[src/rtl/range_browse_ctrl_if.sv]
// Bus between the browse sequencer and the range Collatz engine.
// range_go/range_start out to range; range_done/range_count back.
interface range_browse_ctrl_if;
  logic        range_go;
  logic [31:0] range_start;
  logic        range_done;
  logic [15:0] range_count;

  modport master (
    output range_go,
    output range_start,
    input  range_done,
    input  range_count
  );

  modport slave (
    input  range_go,
    input  range_start,
    output range_done,
    output range_count
  );
endinterface

[src/rtl/range_browse_ctrl.sv]
// Launches a range run from sw, then browses the result RAM.
// Ports: clk, reset, sw, go_btn, add/sub/home pulses, rng (range bus),
//   disp_n/disp_count/disp_valid to the display, busy.
module range_browse_ctrl #(
  parameter int RAM_WORDS     = 256,
  parameter int RAM_ADDR_BITS = 8,
  parameter int READ_LAT      = 1
) (
  input  logic                       clk,
  input  logic                       reset,
  input  logic [9:0]                 sw,
  input  logic                       go_btn,
  input  logic                       add_pulse,
  input  logic                       sub_pulse,
  input  logic                       home_pulse,
  range_browse_ctrl_if.master        rng,
  output logic [11:0]                disp_n,
  output logic [15:0]                disp_count,
  output logic                       disp_valid,
  output logic                       busy
);

  typedef enum logic [2:0] {
    S_IDLE,
    S_LAUNCH,
    S_RUN,
    S_SETTLE,
    S_BROWSE
  } state_t;

  localparam logic [RAM_ADDR_BITS-1:0] OFF_MAX =
    RAM_ADDR_BITS'(RAM_WORDS - 1);
  localparam logic [1:0] LAT_LAST = 2'(READ_LAT - 1);

  state_t                   state;
  state_t                   state_nxt;
  logic                     go_btn_q;
  logic                     go_req;
  logic                     go_pend;
  logic [9:0]               base;
  logic [RAM_ADDR_BITS-1:0] offset;
  logic [RAM_ADDR_BITS-1:0] off_nxt;
  logic                     off_chg;
  logic [1:0]               set_cnt;
  logic                     settle_last;
  logic [31:0]              start_q;

  assign go_req      = go_btn & ~go_btn_q;
  assign settle_last = (set_cnt == LAT_LAST);

  // home wins over add/sub; saturated or conflicting
  // add/sub requests produce no offset event at all
  always_comb begin
    off_chg = 1'b0;
    off_nxt = offset;
    if (home_pulse) begin
      off_chg = 1'b1;
      off_nxt = '0;
    end else if (add_pulse && !sub_pulse
                 && offset != OFF_MAX) begin
      off_chg = 1'b1;
      off_nxt = offset + 1'b1;
    end else if (sub_pulse && !add_pulse
                 && offset != '0) begin
      off_chg = 1'b1;
      off_nxt = offset - 1'b1;
    end
  end

  always_ff @(posedge clk) begin
    if (reset) state <= S_IDLE;
    else       state <= state_nxt;
  end

  always_comb begin
    state_nxt = state;
    case (state)
      S_IDLE:
        if (go_req) state_nxt = S_LAUNCH;
      S_LAUNCH:
        state_nxt = S_RUN;
      S_RUN:
        if (rng.range_done) begin
          // a go edge in the done cycle still counts
          if (go_pend || go_req) state_nxt = S_LAUNCH;
          else                   state_nxt = S_SETTLE;
        end
      S_SETTLE:
        if (settle_last) state_nxt = S_BROWSE;
      S_BROWSE:
        if (go_req)       state_nxt = S_LAUNCH;
        else if (off_chg) state_nxt = S_SETTLE;
      default:
        state_nxt = S_IDLE;
    endcase
  end

  always_comb begin
    rng.range_go = (state == S_LAUNCH);
    busy = (state == S_LAUNCH) || (state == S_RUN);
  end

  assign rng.range_start = start_q;

  always_ff @(posedge clk) begin
    if (reset) begin
      go_btn_q   <= 1'b0;
      go_pend    <= 1'b0;
      base       <= '0;
      offset     <= '0;
      set_cnt    <= '0;
      start_q    <= '0;
      disp_n     <= '0;
      disp_count <= '0;
      disp_valid <= 1'b0;
    end else begin
      go_btn_q <= go_btn;
      disp_n   <= {2'b00, base} + 12'(offset);
      case (state)
        S_LAUNCH: begin
          // base comes from the launched start word so sw is
          // sampled exactly once per run
          base       <= start_q[9:0];
          offset     <= '0;
          disp_valid <= 1'b0;
          go_pend    <= 1'b0;
        end
        S_RUN: begin
          if (go_req) go_pend <= 1'b1;
          if (rng.range_done) start_q <= '0;
        end
        S_SETTLE: begin
          set_cnt <= set_cnt + 1'b1;
          if (settle_last) begin
            set_cnt    <= '0;
            disp_count <= rng.range_count;
            disp_valid <= 1'b1;
          end
        end
        S_BROWSE: begin
          if (!go_req && off_chg) begin
            offset     <= off_nxt;
            start_q    <= 32'(off_nxt);
            disp_valid <= 1'b0;
          end
        end
        default: ;
      endcase
      // launch value is loaded on entry so it is on the
      // bus during the range_go strobe
      if (state_nxt == S_LAUNCH && state != S_LAUNCH)
        start_q <= {22'b0, sw};
    end
  end

endmodule

[src/flat_wrapper.sv]
// flat-port wrapper written by rule: the top's interface ports become plain ports
module range_browse_ctrl_flat 
#(
  parameter int RAM_WORDS     = 256,
  parameter int RAM_ADDR_BITS = 8,
  parameter int READ_LAT      = 1
)
  (clk, reset, sw, go_btn, add_pulse, sub_pulse, home_pulse, disp_n, disp_count, disp_valid, busy, rng_range_go, rng_range_start, rng_range_done, rng_range_count);
  range_browse_ctrl_if rng_i ();
  input  logic clk;
  input  logic reset;
  input  logic [9:0] sw;
  input  logic go_btn;
  input  logic add_pulse;
  input  logic sub_pulse;
  input  logic home_pulse;
  output logic [11:0] disp_n;
  output logic [15:0] disp_count;
  output logic disp_valid;
  output logic busy;
  output wire logic [$bits(rng_i.range_go)-1:0] rng_range_go;
  output wire logic [$bits(rng_i.range_start)-1:0] rng_range_start;
  input wire logic [$bits(rng_i.range_done)-1:0] rng_range_done;
  input wire logic [$bits(rng_i.range_count)-1:0] rng_range_count;
  assign rng_range_go = rng_i.range_go;
  assign rng_range_start = rng_i.range_start;
  assign rng_i.range_done = rng_range_done;
  assign rng_i.range_count = rng_range_count;
  range_browse_ctrl #(.RAM_WORDS(RAM_WORDS), .RAM_ADDR_BITS(RAM_ADDR_BITS), .READ_LAT(READ_LAT)) u_core (.clk(clk), .reset(reset), .sw(sw), .go_btn(go_btn), .add_pulse(add_pulse), .sub_pulse(sub_pulse), .home_pulse(home_pulse), .rng(rng_i), .disp_n(disp_n), .disp_count(disp_count), .disp_valid(disp_valid), .busy(busy));
endmodule
[config.mk]
export PLATFORM = sky130hd
export DESIGN_NAME = range_browse_ctrl_flat
export DESIGN_NICKNAME = d
export VERILOG_FILES = /design/src/rtl/range_browse_ctrl_if.sv /design/src/rtl/range_browse_ctrl.sv /design/src/flat_wrapper.sv
export SDC_FILE = /design/constraint.sdc
export NUM_CORES = 1
export LEC_CHECK = 0
export CORE_ASPECT_RATIO = 1.1
export CORE_UTILIZATION = 47
export DETAILED_ROUTE_END_ITERATION = 10
export PLACE_DENSITY = 0.8
export SYNTH_ARGS = -nofsm -noshare
export SYNTH_HDL_FRONTEND = slang
export SYNTH_SLANG_ARGS = --single-unit
[constraint.sdc]
create_clock -name clk -period 2.77 [get_ports clk]
set_input_delay 0.277 -clock clk [delete_from_list [all_inputs] [get_ports clk]]
set_output_delay 0.277 -clock clk [all_outputs]
set_load 0.05 [all_outputs]
==> results of run 1 <==
-- cell type report --
| cell class | instances | area, um^2 |
|---|---|---|
| Fill cell | 583 | 2610 |
| Inverter | 14 | 52.6 |
| Clock buffer | 11 | 141 |
| Clock inverter | 2 | 10.0 |
| Multi-Input combinational cell | 295 | 1720 |
| Timing Repair Buffer | 75 | 738 |
| Sequential cell | 63 | 1260 |
| Tap cell | 82 | 103 |
-- cell families (layout without fill, tap and decap cells) --
| family | Yosys count | after routing | share of synthesized area (%) |
|---|---|---|---|
| AO/OA/AOI/OAI | 100 | 100 | 20.4 |
| XOR/XNOR | 11 | 11 | 2.98 |
| adder cells (fa/ha/maj) | 13 | 13 | 5.27 |
| buffers and inverters | 57 | 102 | 10.4 |
| flip-flops | 63 | 63 | 39.0 |
| multiplexers | 1 | 1 | 0.349 |
| other | 1 | 23 | 0.116 |
| AND/OR/NAND/NOR | 147 | 147 | 21.5 |
-- cells in the final DEF (no fill, tap or decap), drive strengths merged, types with 4 or more instances in the layout --
cell,netlist,final
nand2,75,75
buf,28,4
nand3,11,11
inv,14,14
xnor2,7,7
ha,12,12
nor2,24,24
o21ai,16,16
and3,4,4
clkdlybuf4s50,0,71
nor2b,9,9
dfxtp,63,63
xor2,4,4
nor3,9,9
a21oi,44,44
conb,1,23
a31oi,5,5
clkbuf,14,11
o2bb2ai,4,4
-- stage by stage --
stage	util [%]	hold WS, ps
after floorplan	-	405
after global placement	58.4	442
after detailed placement	58.4	450
after CTS	60.6	284
after global routing	60.6	308
final	60.6	305
-- power groups by stage --
stage	registers (W)	logic, W	clock network [W]
after floorplan	0.00105	0.000219	0
after global placement	0.000984	0.000383	0
after detailed placement	0.000985	0.000387	0
after CTS	0.000964	0.000388	0.000671
after global routing	0.000968	0.000413	0.000703
final	0.000965	0.000387	0.000649
-- worst max path at each step --
stage                          from                   endpoint  cells after the start
finish              u_core.state[0]               rng_range_go                      4
CTS                 u_core.state[0]               rng_range_go                      4
global route        u_core.state[0]               rng_range_go                      4
global placement          sub_pulse  u_core.rng.range_start[7]                      7
floorplan           u_core.state[0]             u_core.base[0]                      7
detailed placement        sub_pulse           u_core.offset[3]                      7
-- flip-flops by register name (all words and copies together), names as in the netlist --
signal and flops:
u_core.rng.range_start 10, u_core.disp_count 16, u_core.base 10, u_core.disp_valid 1, u_core.go_pend 1, u_core.state 3, u_core.offset 8, u_core.disp_n 11
u_core.set_cnt 2, u_core.go_btn_q 1
-- metal layers --
metal | routed length [um] | vias to the layer above
met5 | 0 | -
met4 | 175 | 0
met3 | 430 | 18
met2 | 3780 | 93
met1 | 3090 | 1326
li1 | - | 1436
-- critical path: stages (launching register included) --
cell	delay, ps
dfxtp_1	550
nand2b_1	110
or2_2	320
inv_1	100
clkdlybuf4s50_1	800
==> results.md, run 1 <==
- Status: finished clean
- Commonest cells in the netlist: 75 x nand2_1, 63 x dfxtp_1, 43 x a21oi_1, 25 x buf_4, 24 x nor2_1
- Largest net degree at the start of global routing: 47
- Area post-placement: 3870 um^2
- Horizontal die dimension: 81.1 um
- Ratio of cells with drive above 1 in the final layout: under 10%
- Initial detailed-routing violation count: 95
- Remaining antenna violation count after routing: 0
- Netlist area before placement: 3230 um^2
- Count of inserted antenna diode cells: 0
- Global-route met2 utilization: 37.1%
- End of the worst register-to-register path: u_core.offset[3]
- # DRC: 0
- Global routing usage on met3: 3.98%
- Fraction of the cycle the final worst path needs: 90.0%
- Worst reg-to-reg setup slack: 390 ps
- Post-place setup slack: 408 ps
- Worst Slack Setup Final: 277 ps
- DR vias/cell: 5.30
- Die Height: 89.0 um
- HPWL Detailed: 5.55 mm
- Sequential Power Share: 48.2%
- Total die area: 7210 um^2
- Worst-Margin Slew: 650 ps
- Critical Path Fanout Max: 13
- Number of rows created at floorplan: 31
- RSZ-0062 raised after global routing: no
- Final Setup Violations: 0
- Worst path arrival time: 2220 ps
- Pins Over Slew Limit: 0
- Worst-case clock buffer depth: 2
- Switching part of the total power: 30.4%
- GR Util All Layers: 21.5%
- Clock latency of the later-clocked register in the worst-skew pair: 340 ps
- Part of the Yosys area used for sequential elements: between 30% and 40%
- Time the worst path needs with I/O delays and setup: 2490 ps
- Total power of the final layout: 0.00200 W
- Post-synthesis register bit count: 63
- Internal: between 0.001 and 0.0015 W
- Number of top-level pins: 96
- PostCTS Resize Cnt: 0
- Total negative slack for setup checks: 0 ps
- Max-slew headroom at the worst pin: 56.7%
- Total via count after detailed routing: 2,873
- Count of distinct cell types in the synthesized netlist: 55
- Clock edge transition at the registers on the reported setup and hold paths: about 60 ps
- Worst hold path class: input port to register
- Total Routed Length: 7.47 mm
- Total power per unit cell area: 497 nW/um^2
- CTS tree: built
- Area of the core: 6630 um^2
- Post CTS Setup Buffer Count: 0
- Area added between synthesis and finish: 24.5%
- Startpoint type of the worst setup path: register
- Critical path class: register to output port
- Met1 track demand over resource in global routing: 25.2%
- Most common cell in the synthesized netlist: nand2_1
- Initial antenna violation count: 0
- Routed length per instance: 13.8 um
- Busiest metal layer after global routing: met2
- Start point of the worst hold path: reset
- Peak clock frequency supported by timing: between 400 and 500 MHz
- Number of buffers added by the clock tree synthesis step: 9
- Total net switching power: 0.000608 W
- Instance count along the most critical hold path: 2
- Fraction of synthesized cell area taken by the top area cell type: 39.0%
- Maximum vdd drop: 0.298 mV
- Clock Skew: 7.77 ps
- Final number of hold-violating endpoints: 0
- Leading post-synthesis cells by cell area: dfxtp_1 39%, nand2_1 8.7%, a21oi_1 6.7%
- Worst EP required: 2490 ps
- H-tree depth: 3
- DRT Pass-1 Iters: 4
- Cell count after synthesis: 393
- Non-filler cells in the finished layout: 542
- Number of buffers added to fix hold violations after cts: 0
- Type of destination of the critical path: output port
- Effective utilization at floorplan: 48.7%
- Worst R2R Start: u_core.offset[1]
- Top cell type by total area after synthesis: dfxtp_1
- Number of global-route vias before repair: roughly 2.5k
- Global placer's final weighted congestion: 0.994
- Avg Inst Size Synth: 8.22 um^2
- Worst R2R Path Depth: 8
- Leak Pwr: 1.51 nW
- GRT overflow: 0
- Quantity of I/O buffers inserted on ports: 72
- CTS root buf: clkbuf_8
- # clock sinks: 63
- Global-route wire length before repair: 11.7 mm
- Leading register cell type out of synthesis: dfxtp_1
- Combinational share of power: between 10% and 20%
- Final layout net count: 504
- Clk network pwr share: between 30% and 40%
- Synth Warn #: 0
- Cell count after placement: roughly 530
- Number of enable-type register cells in the synthesized netlist: 0
- End of the worst hold path: u_core.rng.range_start[6]
- Max Cap Viol: 0
- Share of flip-flops with an asynchronous set or reset: 0%
- Post-layout instance area: 4020 um^2
Power figures use the tool's default switching activity.
==> run 2, diff against run 1 <==
Settings changed: ABC_AREA from default to 1, CORE_UTILIZATION 47 to 48, SKIP_CTS_REPAIR_TIMING from default to 1.
==> run 2 against run 1 <==
  * Die area increased by 5.0%
  * Worst setup slack improved by 42 ps
  * Sequential share of layout area decreased by 2.7 points
==> results.md, run 2 <==
- M1 wire length: 3.52 mm (was 3.09 mm)
- # DRC: 0 (unchanged)
- Leak Pwr: 1.94 nW (was 1.51 nW)
- Worst reg-to-reg setup slack: 380 ps (was 390 ps)
- Peak clock frequency supported by timing: 408 MHz (was 401 MHz)
- GRT overflow: 0 (unchanged)
- # clock sinks: 63 (unchanged)
- Worst hold path class: register to register (was input port to register)
- Most used cells in the layout excluding fill and tap cells: 112 x nand2_1, 71 x clkdlybuf4s50_1, 63 x dfxtp_1 (was 75 x nand2_1, 71 x clkdlybuf4s50_1, 63 x dfxtp_1)
- H-tree depth: 3 (unchanged)
- Post-synthesis register bit count: 63 (unchanged)
- Cell family contributing the most delay on the critical path: buffers and inverters (unchanged)
- Worst path arrival time: 2170 ps (was 2220 ps)
- Area post-placement: 4160 um^2 (was 3870 um^2)
- Time the worst path needs with I/O delays and setup: 2450 ps (was 2490 ps)
- Part of the Yosys area used for sequential elements: 36.4% (was 39.0%)
- Total via count after detailed routing: 3,400 (was 2,873)
- Count of buffer and inverter cells on the critical path: 2 (unchanged)
- Worst-case clock buffer depth: 2 (unchanged)
- Critical Path Fanout Max: 4 (was 13)
- Critical-path top delay cell: clkdlybuf4s50_1 (unchanged)
- Worst-Margin Slew: 816 ps (was 650 ps)
- Seq. cell area: 1260 um^2 (unchanged)
- Global-route wire length before repair: 14.8 mm (was 11.7 mm)
- Maximum vdd drop: 0.316 mV (was 0.298 mV)
- Most common cell after layout, fill and taps aside: nand2_1 (unchanged)
- Largest net degree at the start of global routing: 34 (was 47)
- Total power of the final layout: 0.00274 W (was 0.00200 W)
- Worst R2R Start: u_core.offset[0] (was u_core.offset[1])
- Avg Inst Size Synth: 6.90 um^2 (was 8.22 um^2)
- Pins Over Slew Limit: 0 (unchanged)
- Number of rows created at floorplan: 32 (was 31)
- Fraction of the cycle the final worst path needs: 88.5% (was 90.0%)
- Critical path startpoint: u_core.state[0] (unchanged)
- Max Cap Viol: 0 (unchanged)
- Critical path class: register to output port (unchanged)
- GR Util All Layers: 24.5% (was 21.5%)
- Number of flip-flops under the largest register name: 16 (unchanged)
- Final layout net count: 617 (was 504)
- Horizontal die dimension: 83.1 um (was 81.1 um)
- CTS root buf: clkbuf_8 (unchanged)
- Initial antenna violation count: 0 (unchanged)
- Most flop-heavy register: u_core.disp_count (unchanged)
- DR vias/cell: 5.15 (was 5.30)
- DRT Pass-1 Iters: 4 (unchanged)
- Max-slew headroom at the worst pin: 45.5% (was 56.7%)
- Worst EP required: 2490 ps (about the same)
- Clock Skew: 8.12 ps (was 7.77 ps)
- Netlist area before placement: 3470 um^2 (was 3230 um^2)
- Synth Warn #: 0 (unchanged)
- CTS tree: built (unchanged)
- CP Cell Sequence: inv_1 -> nor3_1 -> clkdlybuf4s50_1 (was nand2b_1 -> or2_2 -> inv_1 -> clkdlybuf4s50_1)
- Leading post-synthesis cells by cell area: dfxtp_1 36%, nand2_1 12%, a21oi_1 7.2% (was dfxtp_1 39%, nand2_1 8.7%, a21oi_1 6.7%)
- Initial detailed-routing violation count: 214 (was 95)
- Total die area: 7570 um^2 (was 7210 um^2)
- Clock edge transition at the registers on the reported setup and hold paths: 70 ps (was 60 ps)
- Met3 WL: 711 um (was 430 um)
- Number of enable-type register cells in the synthesized netlist: 0 (unchanged)
- Total negative slack for setup checks: 0 ps (unchanged)
- Fraction of synthesized cell area taken by the top area cell type: 36.4% (was 39.0%)
- Final Setup Violations: 0 (unchanged)
- Layout filler cell count: 631 (was 583)
- Cell count after synthesis: 503 (was 393)
- Global placer's final weighted congestion: 0.851 (was 0.994)
- Top cell type by total area after synthesis: dfxtp_1 (unchanged)
- Largest stage delay, worst path: 990 ps (was 800 ps)
- Remaining antenna violation count after routing: 0 (unchanged)
- Number of buffers added by the clock tree synthesis step: 9 (unchanged)
- Number of global-route vias before repair: 3,265 (was 2,518)
- Start point of the worst hold path: u_core.disp_count[0] (was reset)
- Total power per unit cell area: 621 nW/um^2 (was 497 nW/um^2)
- Leading register cell type out of synthesis: dfxtp_1 (unchanged)
- Area added between synthesis and finish: 27.0% (was 24.5%)
- Count of inserted antenna diode cells: 0 (unchanged)
- Quantity of I/O buffers inserted on ports: 72 (unchanged)
- HPWL Detailed: 6.36 mm (was 5.55 mm)
- Startpoint type of the worst setup path: register (unchanged)
- Number of top-level pins: 96 (unchanged)
- Largest registers in the final layout: u_core.disp_count x16, u_core.disp_n x11 (unchanged)
- Post-layout instance area: 4410 um^2 (was 4020 um^2)
- Status: finished clean (unchanged)
- Most common cell in the synthesized netlist: nand2_1 (unchanged)
- Area of the core: 7010 um^2 (was 6630 um^2)
- Die Height: 91.2 um (was 89.0 um)
- RSZ-0062 raised after global routing: no (unchanged)
- Clock latency of the later-clocked register in the worst-skew pair: 340 ps (about the same)
- Type of destination of the critical path: output port (unchanged)
- Count of distinct cell types in the synthesized netlist: 32 (was 55)
- Met2 Routed Length: 4.19 mm (was 3.78 mm)
- Effective utilization at floorplan: 49.5% (was 48.7%)
- Max Used Layer: met4 (unchanged)
- Share of flip-flops with an asynchronous set or reset: 0% (unchanged)
- Commonest cells in the netlist: 112 x nand2_1, 63 x dfxtp_1, 61 x nor2_1, 50 x a21oi_1, 43 x inv_1 (was 75 x nand2_1, 63 x dfxtp_1, 43 x a21oi_1, 25 x buf_4, 24 x nor2_1)
- Total Routed Length: 8.76 mm (was 7.47 mm)
- Ratio of cells with drive above 1 in the final layout: 5.91% (was 7.17%)
- Final number of hold-violating endpoints: 0 (unchanged)
- Area occupied by multi-input gates: 1850 um^2 (was 1720 um^2)
- Routed length per instance: 13.3 um (was 13.8 um)
run 2: tightest hold or removal path, cell delays in order (launching register included):
cell and delay (ps):
dfxtp_1 310, nand2_1 60, a21oi_1 50
run 2: kinds of logic (layout without fill, tap and decap cells):
logic type	Yosys count	after routing	share of synthesized area [%]
other cells	1	23	0.108
xor+xnor	6	6	1.52
buf+inv	89	139	12.7
flops	63	63	36.4
compound gates	90	90	13.6
fa+ha+maj	13	13	4.91
simple gates	241	241	30.7
run 2: final cells by class:
type	count	share of cell area (%)
tap	85	2.41
timing repair buffer	77	17.4
clock inverter	3	2.04
inverter	47	4.00
sequential	63	28.6
clock buffer	12	3.52
multi-input combinational	373	41.9
run 2: through the flow:
stage	cells	utilization (%)	setup slack [ps]	hold WS, ps
finish	660	62.9	319	460
detailed placement	645	59.4	422	452
global route	660	62.9	182	477
global placement	645	59.4	463	448
floorplan	525	-	808	402
CTS	660	62.9	345	462
run 2: final timing paths:
path,end,cells after the start
worst max-delay path,rng_range_go,3
worst min-delay path,u_core.disp_count[0],2
worst max register to register,u_core.disp_n[10],10
worst min register to register,u_core.disp_count[0],2
run 2: per-layer routing:
metal / track usage [%] / up-vias
met1: 27.7 / 1526
met2: 41.3 / 134
met3: 6.91 / 25
met4: 13.9 / 0
met5: 0 / -
li1: - / 1715
run 2: power breakdown:
part | leakage (nW) | total (W) | switching (W) | internal, W
combinational | 1.31 | 0.000715 | 0.000476 | 0.000239
sequential | 0.513 | 0.00103 | 0.0000560 | 0.000970
clock | 0.123 | 0.000996 | 0.000353 | 0.000643
==> run 3, diff against run 2 <==
Settings changed: CORE_ASPECT_RATIO 1.1 to 1.4.
==> run 3 against run 2 <==
  * Hold slack improved by 1.8 ps
  * Via count up 0.85%
  * Cell count rose by 1.7%
  * Largest power group unchanged
  * Non-clock buffer count is the same
==> results.md, run 3 (synthesized netlist as in run 2, its figures left out) <==
- Critical-path top delay cell: dfxtp_1 (was clkdlybuf4s50_1)
- Most used cells in the layout excluding fill and tap cells: 112 x nand2_1, 71 x clkdlybuf4s50_1, 63 x dfxtp_1 (unchanged)
- Switching part of the total power: 37.0% (was 32.3%)
- Clock latency of the later-clocked register in the worst-skew pair: 350 ps (was 340 ps)
- Clk network pwr share: 29.7% (was 36.4%)
- Final layout net count: 617 (unchanged)
- Routed length per instance: 13.2 um (was 13.3 um)
- Ratio of cells with drive above 1 in the final layout: 6.25% (was 5.91%)
- Total via count after detailed routing: 3,429 (was 3,400)
- Worst Slack Setup Final: 443 ps (was 319 ps)
- Critical Path Fanout Max: 19 (was 4)
- Cell count after placement: 655 (was 645)
- Worst path arrival time: 2570 ps (was 2170 ps)
- # DRC: 0 (unchanged)
- Number of flip-flops under the largest register name: 16 (unchanged)
- Critical path class: register to register (was register to output port)
- CTS tree: built (unchanged)
- Final number of hold-violating endpoints: 0 (unchanged)
- Internal: 0.00156 W (was 0.00185 W)
- Leak Pwr: 1.91 nW (was 1.94 nW)
- DR vias/cell: 5.11 (was 5.15)
- Max-slew headroom at the worst pin: 40.1% (was 45.5%)
- RSZ-0062 raised after global routing: no (unchanged)
- Horizontal die dimension: 73.8 um (was 83.1 um)
- Max Cap Viol: 0 (unchanged)
- CTS root buf: clkbuf_8 (unchanged)
- CP Cell Sequence: inv_1 -> ha_1 -> nand2_1 -> o21ai_4 -> nand3_2 -> nand2_2 -> nand2_4 -> nor2_8 -> nand2_4 -> nand2_1 -> nand2_1 -> nor2_1 -> nor2_1 (was inv_1 -> nor3_1 -> clkdlybuf4s50_1)
- Most flop-heavy register: u_core.disp_count (unchanged)
- Peak clock frequency supported by timing: 430 MHz (was 408 MHz)
- Layout filler cell count: 638 (was 631)
- Post-place setup slack: 465 ps (was 422 ps)
- Worst EP required: 3010 ps (was 2490 ps)
- Count of inserted antenna diode cells: 0 (unchanged)
- Number of global-route vias before repair: 3,128 (was 3,265)
- Die Height: 103 um (was 91.2 um)
- Non-filler cells in the finished layout: 671 (was 660)
- Quantity of I/O buffers inserted on ports: 72 (unchanged)
- GR Util All Layers: 25.4% (was 24.5%)
- Effective utilization at floorplan: 49.7% (was 49.5%)
- Worst-Margin Slew: 897 ps (was 816 ps)
- H-tree depth: 3 (unchanged)
- Worst-case clock buffer depth: 2 (unchanged)
- Largest registers in the final layout: u_core.disp_count x16, u_core.disp_n x11 (unchanged)
- Status: finished clean (unchanged)
- Cell occurring most often along the worst timing path: nand2_1
- Total power per unit cell area: 570 nW/um^2 (was 621 nW/um^2)
- Total power of the final layout: 0.00248 W (was 0.00274 W)
- Number of top-level pins: 96 (unchanged)
- HPWL Detailed: 6.55 mm (was 6.36 mm)
- Global-route wire length before repair: 14.4 mm (was 14.8 mm)
- Total negative slack for setup checks: 0 ps (unchanged)
- Clock edge transition at the registers on the reported setup and hold paths: 70 ps (about the same)
- Combinational share of power: 29.1% (was 26.1%)
- Global placer's final weighted congestion: 0.880 (was 0.851)
- Initial detailed-routing violation count: 230 (was 214)
- Time the worst path needs with I/O delays and setup: 2330 ps (was 2450 ps)
- Sequential Power Share: 41.2% (was 37.5%)
- Maximum vdd drop: 0.422 mV (was 0.316 mV)
- Total die area: 7570 um^2 (about the same)
- Number of buffers added by the clock tree synthesis step: 9 (unchanged)
- Type of destination of the critical path: register (was output port)
- Clock Skew: 12.9 ps (was 8.12 ps)
- Worst hold path class: register to register (unchanged)
- Remaining antenna violation count after routing: 0 (unchanged)
- Fraction of the cycle the final worst path needs: 84.0% (was 88.5%)
- Largest net degree at the start of global routing: 34 (unchanged)
- DRT Pass-1 Iters: 5 (was 4)
- GRT overflow: 0 (unchanged)
- Most common cell after layout, fill and taps aside: nand2_1 (unchanged)
- Count of buffer and inverter cells on the critical path: 1 (was 2)
- Total net switching power: 0.000919 W (was 0.000885 W)
- Area added between synthesis and finish: 25.6% (was 27.0%)
- Number of rows created at floorplan: 36 (was 32)
- Cell family contributing the most delay on the critical path: simple AND/OR/NAND/NOR gates (was buffers and inverters)
- Largest stage delay, worst path: 370 ps (was 990 ps)
- Startpoint type of the worst setup path: register (unchanged)
- Initial antenna violation count: 0 (unchanged)
- Pins Over Slew Limit: 0 (unchanged)
- Area of the core: 6980 um^2 (was 7010 um^2)
- Total Routed Length: 8.88 mm (was 8.76 mm)
- Final Setup Violations: 0 (unchanged)
- # clock sinks: 63 (unchanged)
## run 3: changes by cell type in the layout (fill, tap and decap cells not counted)
cell,previous run,this run
clkinv_4,0,3
clkbuf_8,11,10
clkinv_2,0,2
bufinv_16,3,0
inv_6,0,1
clkbuf_1,1,0
## run 3: final timing paths
| path | end | cells after the start | slack, ps | start |
|---|---|---|---|---|
| max | u_core.rng.range_start[4] | 13 | 440 | u_core.offset[0] |
| min reg2reg | u_core.disp_count[6] | 2 | 460 | u_core.disp_count[6] |
| min | u_core.disp_count[6] | 2 | 460 | u_core.disp_count[6] |
| max reg2reg | u_core.rng.range_start[4] | 13 | 440 | u_core.offset[0] |
## run 3: area by class of cell
cell class	instances	area, um^2	share of cell area, %
Clock inverter	6	45.0	1.03
Tap cell	95	119	2.73
Inverter	47	176	4.05
Clock buffer	10	138	3.16
Sequential cell	63	1260	29.0
Multi-Input combinational cell	373	1850	42.4
Timing Repair Buffer	77	768	17.6
## run 3: layer usage
layer	track usage, %	routed length, um
met3	6.84	613
met1	28.3	3520
met2	43.0	4370
met5	0	0
met4	14.8	374
## run 3: tightest hold or removal path: stages (launching register included)
cell     delay [ps]
dfxtp_1         310
nand2_1          60
a21oi_1          50
## run 3: power by group through the flow
stage	combinational [W]	clock, W	sequential, W
final	0.000721	0.000737	0.00102
after global routing	0.000787	0.000792	0.00103
after CTS	0.000720	0.000745	0.00102
after detailed placement	0.000715	0	0.00104
after global placement	0.000703	0	0.00104
after floorplan	0.000422	0	0.00115
## run 3: metrics by stage
stage                     util, %  hold WS, ps  instance area (um^2)
after floorplan                 -          402                  3550
after global placement       59.8          442                  4170
after detailed placement     59.8          456                  4170
after CTS                    62.4          464                  4360
after global routing         62.4          483                  4360
final                        62.4          462                  4360
